===== config.mk =====
export PLATFORM = sky130hd
export DESIGN_NAME = bus_demux
export DESIGN_NICKNAME = d
export VERILOG_FILES = /design/src/rtl/bus_pkg.sv /design/src/rtl/demux_slot.sv /design/src/rtl/bus_demux.sv
export SDC_FILE = /design/constraint.sdc
export NUM_CORES = 1
export LEC_CHECK = 0
export CAP_MARGIN = 10
export CORE_MARGIN = 5
export CORE_UTILIZATION = 41
export CTS_CLUSTER_SIZE = 16
export DETAILED_ROUTE_END_ITERATION = 12
export PLACE_DENSITY = 0.75
export SYNTH_ARGS = -nofsm -noshare
export SYNTH_HDL_FRONTEND = slang
export SYNTH_SLANG_ARGS = --single-unit

===== constraint.sdc =====
create_clock -name clk -period 1.6 [get_ports clk]
set_input_delay 0.24 -clock clk [delete_from_list [all_inputs] [get_ports clk]]
set_output_delay 0.24 -clock clk [all_outputs]
set_load 0.03 [all_outputs]

===== src/rtl/bus_pkg.sv =====
// Shared sizing and index types for the one-to-four bus demultiplexer.
package bus_pkg;

   localparam int DATA_W = 8;
   localparam int N_DEST = 4;

   typedef logic [1:0] dest_t;

endpackage


===== src/rtl/demux_slot.sv =====
// One destination of the demultiplexer: holding register plus valid flag.
module demux_slot #(
   parameter int DATA_W = bus_pkg::DATA_W
) (
   input  logic              clk,
   input  logic              reset,
   input  logic              wr,
   input  logic              ack,
   input  logic [DATA_W-1:0] din,
   output logic [DATA_W-1:0] dout,
   output logic              valid,
   output logic              free
);

   // A slot being drained this cycle can take a new byte with no bubble.
   assign free = !valid || ack;

   always_ff @(posedge clk) begin
      if (reset) begin
         valid <= 1'b0;
         dout  <= '0;
      end else if (wr) begin
         valid <= 1'b1;
         dout  <= din;
      end else if (ack) begin
         valid <= 1'b0;
      end
   end

endmodule


===== src/rtl/bus_demux.sv =====
// Routes one source byte to one or all of four held destination registers.
module bus_demux #(
   parameter int DATA_W = bus_pkg::DATA_W,
   parameter int N_DEST = bus_pkg::N_DEST
) (
   input  logic                  clk,
   input  logic                  reset,
   input  logic [DATA_W-1:0]     din,
   input  bus_pkg::dest_t        sel,
   input  logic                  bcast,
   input  logic                  in_valid,
   output logic                  in_ready,
   output logic [DATA_W-1:0]     dout0,
   output logic [DATA_W-1:0]     dout1,
   output logic [DATA_W-1:0]     dout2,
   output logic [DATA_W-1:0]     dout3,
   output logic [N_DEST-1:0]     out_valid,
   input  logic [N_DEST-1:0]     out_ack,
   output logic [7:0]            xfer_count
);

   logic [N_DEST-1:0] free;
   logic [N_DEST-1:0] hit;
   logic [N_DEST-1:0] wr;
   logic [DATA_W-1:0] dq [N_DEST];
   logic              accept;

   always_comb begin
      hit = '0;
      for (int i = 0; i < N_DEST; i++) begin
         hit[i] = bcast || (sel == bus_pkg::dest_t'(i));
      end
   end

   // A broadcast waits until every slot can take the byte at once.
   assign in_ready = !reset && (bcast ? &free : free[sel]);
   assign accept   = in_valid && in_ready;
   assign wr       = accept ? hit : '0;

   for (genvar g = 0; g < N_DEST; g++) begin : g_slot
      demux_slot #(.DATA_W(DATA_W)) u_slot (
         .clk   (clk),
         .reset (reset),
         .wr    (wr[g]),
         .ack   (out_ack[g]),
         .din   (din),
         .dout  (dq[g]),
         .valid (out_valid[g]),
         .free  (free[g])
      );
   end

   assign dout0 = dq[0];
   assign dout1 = dq[1];
   assign dout2 = dq[2];
   assign dout3 = dq[3];

   always_ff @(posedge clk) begin
      if (reset) begin
         xfer_count <= '0;
      end else if (accept) begin
         xfer_count <= xfer_count + 8'd1;
      end
   end

endmodule


Word level (Yosys, flattened, before mapping)

Index checks and enable logic that the tools add are counted.

Logic and storage cells: 47
Output and inout port bits: 45
Flip-flop bits (word level): 44

Order comparisons: 1
Reductions and logical operators: 21
Equal/unequal tests: 3
Multiplexer cells: 12
Add/subtract/negate cells: 1

Operator list:

| cell                                                 | count |
|---|---|
| two-way mux 1 bit                                    | 10 |
| adder 8 x 1 -> 8 bit (second input constant)         | 1 |
| logical OR 1 bit                                     | 8 |
| nonzero test 2 bit                                   | 4 |
| logical NOT 1 bit                                    | 5 |
| equality test 2 bit (second input constant)          | 2 |
| two-way mux 4 bit                                    | 1 |
| AND reduction 4 bit                                  | 1 |
| < comparator 2 x 3 -> 1 bit (second input constant)  | 1 |
| binary-select mux 1 bit (select 2 bit)               | 1 |
| equality test 2 x 1 -> 1 bit (second input constant) | 1 |
| logical AND 1 bit                                    | 2 |
| logical NOT 2 bit                                    | 1 |

Longest topological paths before layout

Gate-level depths: netlist of the first run.

Depth in word-level cells: 9
Depth in mapped cells: 7
Gate-level depth less buffers: 5

Cells and area by module

Synthesis of the first run repeated with hierarchy kept, for this count alone.

Cell total of the unflattened synthesis: 188
Area total of the unflattened synthesis: 1780.5 um2

By module, submodules not included:

| module     | cells an instance | times used | sequential area each (um2) | area an instance (um2) |
|---|---|---|---|---|
| demux_slot | 30                | 4          | 180.2                      | 321.6 |
| bus_demux  | 68                | 1          | 160.2                      | 494.2 |

Worst setup path before layout of the first run

Ideal clock, no wire load.

Path kind: input port to output port
From: input port sel[1]
To: output port in_ready
Slack: -203 ps
Data arrival time: 1563 ps
Buffers on the path: 2
Stages on the path: 6
Cell sequence: a21oi_2 nor2_1 or3_1 buf_2 clkbuf_1 nor2_1

Longest elaborated chain between the ends: 4

Ends and longest elaborated chain:

| element                                 | RTL line        | RTL |
|---|---|---|
| from (decl)                             | bus_demux.sv:9  | `input bus_pkg::dest_t sel,` |
| binary-select mux 1 bit (select 2 bit)  | bus_demux.sv:36 | `assign in_ready = !reset && (bcast ? &free : free[sel]);` |
| two-way mux 1 bit (implied by the code) | bus_demux.sv:36 |  |
| two-way mux 1 bit                       | bus_demux.sv:36 |  |
| logical AND 1 bit                       | bus_demux.sv:36 |  |
| to (decl)                               | bus_demux.sv:12 | `output logic in_ready,` |

No other way between the ends. The select of a mux whose other input is x is not followed.

Final worst setup path of the first run

From: register g_slot[3].u_slot.valid
To: register xfer_count[5]

Longest elaborated chain between the ends: 7
Elaborated cells between the ends (all ways): 8
Classes of those cells: 3 x mux; 5 x reduce/logical

Ends and longest elaborated chain:

| element                                 | RTL line         | RTL |
|---|---|---|
| from (decl)                             | demux_slot.sv:11 | `output logic valid,` |
| from (signal assigned)                  | demux_slot.sv:20 | `valid <= 1'b0;` |
| from (signal assigned)                  | demux_slot.sv:23 | `valid <= 1'b1;` |
| from (signal assigned)                  | demux_slot.sv:26 | `valid <= 1'b0;` |
| logical NOT 1 bit *                     | demux_slot.sv:16 | `assign free = !valid \|\| ack;` |
| logical OR 1 bit *                      | demux_slot.sv:16 |  |
| binary-select mux 1 bit (select 2 bit)  | bus_demux.sv:36  |  |
| two-way mux 1 bit (implied by the code) | bus_demux.sv:36  |  |
| two-way mux 1 bit *                     | bus_demux.sv:36  |  |
| logical AND 1 bit *                     | bus_demux.sv:36  |  |
| logical AND 1 bit *                     | bus_demux.sv:37  | `assign accept = in_valid && in_ready;` |
| to (signal assigned)                    | bus_demux.sv:62  | `xfer_count <= xfer_count + 8'd1;` |
| to (decl)                               | bus_demux.sv:19  | `output logic [7:0] xfer_count` |

Mark *: on every way between the ends. The rest lies on a longest branch, timed or not. The select of a mux whose other input is x is not followed.
A chain may end at the register's enable or synchronous reset.

==> results.json, run 1 <==
{
  "cp_slowest_stage_delay_ps": 410,
  "n_fill_cell": 369,
  "hpwl_um": 4220,
  "p_int_w": 0.00168,
  "fin_tns_setup_ps": -268,
  "drc": 0,
  "placed_cells": 370,
  "fp.dieW_um": 79.0,
  "grt_pass1_vias": 2012,
  "syn_area_um2": 1950,
  "synth_fp_nets": 255,
  "synth_compound_area_share_pct": 24.0,
  "r2r_start": "g_slot[3].u_slot.valid",
  "track_usage_pct": 19.4,
  "synth-seq-cells": 44,
  "cp-start-kind": "flip-flop",
  "tritoncts": "done",
  "status": "complete, but fails checks",
  "drv_cap": 0,
  "p_sw_w": 0.000707,
  "clkPwrFrac_pct": 27.4,
  "cp.arrival_ps": 1860,
  "end_kind": "flip-flop",
  "synth_top_family_by_area": "compound AO/OA/AOI/OAI gates",
  "yosysWarnings": 0,
  "hold_depth": 4,
  "crit_slowest_cell": "or3_4",
  "wl_per_cell_um": 15.7,
  "clk_path_buf_depth": 2,
  "path_cells": "nand2b_4 > nor2_4 > or3_4 > buf_12 > nor4_4 > mux2_4",
  "drv_slew": 0,
  "dr_total_vias": 2131,
  "overflow": 0,
  "cp_num_buf_inv": 1,
  "met1_usage_pct": 24.8,
  "rsz0062_at_grt": "yes",
  "pwr-share-comb_pct": 24.0,
  "viasPerCell": 5.58,
  "nets": 347,
  "drt_pre_antenna_iters": 4,
  "min_to": "g_slot[1].u_slot.valid",
  "drt-initial-drc-count": 236,
  "failed_checks": "setup timing",
  "pin_count": 63,
  "preCtsSetupSlack_ps": -594,
  "reg2reg_slack_ps": -70,
  "maxSlewHeadroom_pct": 69.9,
  "numCtsBuffers": 5,
  "powerDensity_nw_per_um2": 753,
  "clock-sinks": 44,
  "seq_area_um2": 882,
  "antenna_found_initial": 0,
  "fin_skew_ps": 7.11,
  "routabilityCongestion": 0.934,
  "yosys.area_share.simple_pct": 22.7,
  "core-area_um2": 4660,
  "grt_max_degree": 43,
  "p_leak_nw": 1.40,
  "muxShareOfSynthArea_pct": 2.11,
  "crit_start": "g_slot[3].u_slot.valid",
  "hp-class": "in -> reg",
  "n_antenna_cell": 0,
  "root_buffer": "clkbuf_8",
  "synthToLayoutAreaGrowth_pct": 62.5,
  "ant_nets": 0,
  "required_ps": 1790,
  "crit_type": "reg -> reg",
  "clk_pin_slew_ps": 80,
  "synth_xor_area_share_pct": 0,
  "wirelength_um": 6010,
  "multi_input_area_um2": 1130,
  "synth.avg_cell_area_um2": 8.28,
  "synth_cell_types": 32,
  "top_usage_layer": "met2",
  "grt_first_pass_wirelength_um": 9760,
  "die-area_um2": 6240,
  "drive_above_1_share_pct": 28.4,
  "rows": 25,
  "tightest_slew_ps": 451,
  "io_buffers": 62,
  "setup_viol": 10,
  "finalCriticalPeriod_ps": 1670,
  "fin_util_pct": 68.1,
  "htreeDepth": 2,
  "r2r-end": "xfer_count[5]",
  "synthCells": 236,
  "reg2reg_depth": 6,
  "postCtsHoldBufs": 0,
  "finalNonFillerCells": 382,
  "layout_setup_ws_ps": -74.3,
  "period_share_pct": 105,
  "irDropWorstVdd_v": 0.000630,
  "fmaxAchievable_mhz": 597,
  "dieHeight_um": 79.0,
  "synth_seq_area_share_pct": 45.1,
  "use_met3_pct": 4.76,
  "synthAdderAreaFrac_pct": 0.641,
  "switching_share_pct": 29.6,
  "insertion_delay_ps": 290,
  "seqPwrFrac_pct": 48.7,
  "start_util_pct": 41.9,
  "crit_family": "simple AND/OR/NAND/NOR gates",
  "hold_violations": 0,
  "worstHoldStart": "out_ack[1]",
  "grtUsageMet2_pct": 32.6,
  "critPathMaxFanout": 8
}
how the worst max path moves through the flow:
stage,slack [ps],end,depth (start not counted)
finish,-70,xfer_count[5],6
global route,-120,in_ready,6
CTS,-120,in_ready,6
detailed placement,-590,xfer_count[3],7
global placement,-520,xfer_count[3],7
floorplan,-20,in_ready,6
flip-flops by register name, summed over array words and instances (netlist names):
name,count
g_slot.u_slot.valid,4
g_slot.u_slot.dout,32
xfer_count,8
layer usage:
layer	wire (um)	share of wire [%]
met5	0	0
met4	116	1.9
met3	381	6.3
met2	2980	50
met1	2530	42
per-stage QoR:
stage / hold slack (ps) / total power [W] / instance area, um2
floorplan: 388 / 0.00144 / 1960
global route: 483 / 0.00250 / 3170
global placement: 452 / 0.00169 / 2850
finish: 453 / 0.00239 / 3170
CTS: 457 / 0.00239 / 3080
detailed placement: 467 / 0.00170 / 2850
worst register-to-register path, delay by kind of cell, from the launching register on:
family | cells | cell delay (ps)
simple gates | 4 | 760
flops | 1 | 340
mux | 1 | 320
buf+inv | 1 | 160
final cells by class:
class / count / share of cell area (%)
Timing Repair Buffer: 104 / 31.4
Inverter: 4 / 0.473
Multi-Input combinational cell: 169 / 35.8
Tap cell: 54 / 2.13
Clock inverter: 1 / 0.158
Clock buffer: 6 / 2.29
Sequential cell: 44 / 27.8
timing repair:
action / in CTS / in global routing
pin swaps: 10 / 5
setup buffers: 4 / 2
setup endpoints to repair: 50 / 54
gates resized for setup: 78 / 30
synth_stat cells (all sizes together):
cell type / instances / share of area (%)
and3: 1 / 0.32
a2111oi: 1 / 1.4
nand2b: 6 / 1.9
dfxtp: 44 / 45
clkbuf: 12 / 2.3
nand4: 2 / 0.64
nor2b: 4 / 1.3
o21bai: 1 / 0.38
o21ai: 35 / 9.0
and2: 1 / 0.32
buf: 7 / 2.3
o21ba: 1 / 0.51
o311ai: 2 / 0.90
or4: 2 / 0.77
mux2: 1 / 0.58
a21oi: 42 / 11
nor3: 5 / 2.1
nor4: 3 / 1.9
mux2i: 3 / 1.5
o2111ai: 1 / 0.45
inv: 4 / 0.77
o41ai: 1 / 0.45
nand2: 10 / 1.9
nand3: 37 / 9.5
nor2: 6 / 1.2
or3: 3 / 0.96
ha: 1 / 0.64
kinds of logic (layout without fill, tap and decap cells):
kind of cell,after synthesis,in the layout
muxes,4,4
DFF,44,44
AOI/OAI and AO/OA,84,84
adders and majority gates,1,1
and+or+nand+nor,80,80
buffers and inverters,23,115
power by group through the flow:
stage | registers (W) | logic, W | clock network (W)
floorplan | 0.00125 | 0.000192 | 0
CTS | 0.00116 | 0.000562 | 0.000665
detailed placement | 0.00118 | 0.000513 | 0
finish | 0.00116 | 0.000572 | 0.000654
global route | 0.00117 | 0.000610 | 0.000725
global placement | 0.00118 | 0.000505 | 0
cells in the final DEF, fill, tap and decap left out, drive strengths merged, types with 2 or more instances in the layout:
cell / synthesis / final
nand2: 10 / 10
inv: 4 / 4
nand2b: 6 / 6
nor2: 6 / 6
dlygate4sd2: 0 / 11
clkdlybuf4s50: 0 / 34
a21oi: 42 / 42
nand3: 37 / 37
dfxtp: 44 / 44
nor4: 3 / 3
o311ai: 2 / 2
or4: 2 / 2
nand4: 2 / 2
o21ai: 35 / 35
clkbuf: 12 / 7
buf: 7 / 44
nor3: 5 / 5
dlymetal6s2s: 0 / 13
nor2b: 4 / 4
or3: 3 / 3
mux2i: 3 / 3
Power figures use the tool's default switching activity.
==> run 2, diff against run 1 <==
- CORE_UTILIZATION: 41 -> 55
- DONT_BUFFER_PORTS: not set -> 1
- PLACE_DENSITY: 0.75 -> 0.73
==> results.json, run 2 (synthesis results as in run 1) <==
{
  "status": "complete, but fails checks",
  "failed_checks": "setup timing",
  "drive_above_1_share_pct": 25.3,
  "layout_setup_ws_ps": -197,
  "cp.arrival_ps": 1560,
  "io_buffers": 0,
  "insertion_delay_ps": 350,
  "maxSlewHeadroom_pct": 63.1,
  "drt_pre_antenna_iters": 4,
  "path_cells": "nand2b_4 > a21oi_4 > or3_4 > buf_8 > nor2_4",
  "cp_slowest_stage_delay_ps": 400,
  "largest_registers": "g_slot.u_slot.dout x32, xfer_count x8, g_slot.u_slot.valid x4",
  "final_common_cell": "dfxtp_1",
  "finalCriticalPeriod_ps": 1800,
  "hpwl_um": 3720,
  "switching_share_pct": 28.8,
  "seqPwrFrac_pct": 54.9,
  "synthToLayoutAreaGrowth_pct": 23.4,
  "required_ps": 1360,
  "wl_per_cell_um": 17.7,
  "tritoncts": "done",
  "top_register": "g_slot.u_slot.dout",
  "fmaxAchievable_mhz": 556,
  "clkPwrFrac_pct": 30.6,
  "dieHeight_um": 69.6,
  "root_buffer": "clkbuf_4",
  "irDropWorstVdd_v": 0.000627,
  "crit_slowest_cell": "or3_4",
  "wirelength_um": 5450,
  "routabilityCongestion": 0.828,
  "htreeDepth": 2,
  "drt-initial-drc-count": 250,
  "finalNonFillerCells": 307,
  "nets": 279,
  "clk_path_buf_depth": 2,
  "pin_count": 63,
  "hp-class": "in -> reg",
  "hold_violations": 0,
  "cp-start-kind": "flip-flop",
  "ant_nets": 0,
  "layout_common_cells": "dfxtp_1, a21oi_1, nand3_1, buf_4, o21ai_1",
  "viasPerCell": 5.92,
  "core-area_um2": 3390,
  "fin_tns_setup_ps": -970,
  "track_usage_pct": 22.5,
  "tightest_slew_ps": 550,
  "crit_family": "simple AND/OR/NAND/NOR gates",
  "fin_skew_ps": 5.65,
  "rows": 21,
  "antenna_found_initial": 0,
  "die-area_um2": 4840,
  "pwr-share-comb_pct": 14.5,
  "period_share_pct": 112,
  "p_int_w": 0.00160,
  "dr_total_vias": 1816,
  "n_antenna_cell": 0,
  "grt_max_degree": 39,
  "drv_slew": 0,
  "powerDensity_nw_per_um2": 929,
  "drc": 0,
  "setup_viol": 7,
  "grt_pass1_vias": 1678,
  "overflow": 0,
  "placed_cells": 293,
  "fp.dieW_um": 69.6,
  "fin_hold_ws_ps": 13.8,
  "start_util_pct": 57.6,
  "numCtsBuffers": 5,
  "end_kind": "output pin",
  "clock-sinks": 44,
  "grt_first_pass_wirelength_um": 8840,
  "clk_pin_slew_ps": 130,
  "largest_reg_flops": 32,
  "crit_type": "reg -> out",
  "critPathMaxFanout": 3,
  "rsz0062_at_grt": "yes",
  "drv_cap": 0,
  "cp_num_buf_inv": 1,
  "p_leak_nw": 0.863,
  "p_sw_w": 0.000645
}
[run 2: cell types whose count changed in the layout (fill, tap and decap cells not counted), sizes merged]
cell	previous run	this run
bufinv	0	1
dlygate4sd3	0	1
dlygate4sd2	11	0
dlymetal6s2s	13	0
clkdlybuf4s15	1	0
clkdlybuf4s50	34	0
clkbuf	7	6
buf	44	35
[run 2: metrics by stage]
stage / instance area (um2) / util (%) / setup slack, ps / total power, W
CTS: 2340 / 69.1 / -188 / 0.00223
global placement: 2170 / 64.1 / -24.3 / 0.00151
global route: 2410 / 71.1 / -251 / 0.00233
finish: 2410 / 71.1 / -197 / 0.00224
floorplan: 1960 / - / -16.2 / 0.00144
detailed placement: 2170 / 64.1 / -81.3 / 0.00152
[run 2: power groups by stage]
stage	logic (W)	registers (W)	clock network (W)
final	0.000325	0.00123	0.000685
after global routing	0.000355	0.00124	0.000743
after floorplan	0.000192	0.00125	0
after CTS	0.000304	0.00123	0.000696
after detailed placement	0.000264	0.00125	0
after global placement	0.000259	0.00125	0
[run 2: routing by layer]
layer / routed length (um) / global-route usage, % / vias to the layer above
met4: 64 / 5.64 / 0
met2: 2700 / 36.1 / 57
met3: 456 / 8.12 / 8
met1: 2220 / 28.7 / 853
met5: 0 / 0 / -
li1: - / - / 898
[run 2: worst paths after layout]
check                                            start                  endpoint  slack [ps]  cells past startpoint
worst max-delay path            g_slot[1].u_slot.valid                  in_ready        -200                      5
worst min-delay path                            din[7]  g_slot[1].u_slot.dout[7]          10                      2
worst max register to register  g_slot[1].u_slot.valid             xfer_count[3]        -170                      7
worst min register to register  g_slot[1].u_slot.valid    g_slot[1].u_slot.valid         530                      2
[run 2: area by class of cell]
class,count,area [um2]
Fill cell,261,978
Timing Repair Buffer,36,309
Clock buffer,6,41.3
Clock inverter,2,35.0
Multi-Input combinational cell,169,1070
Tap cell,46,57.6
Inverter,4,15.0
Sequential cell,44,883
[run 2: timing repair]
| action | CTS | global route |
|---|---|---|
| hold buffers | 1 | 1 |
| gates cloned | 0 | 0 |
| resized for setup | 11 | 34 |
| setup buffers | 4 | 1 |
| endpoints found under the hold margin | 38 | 1 |
| pin swaps | 2 | 3 |
| endpoints found under the setup margin | 19 | 39 |
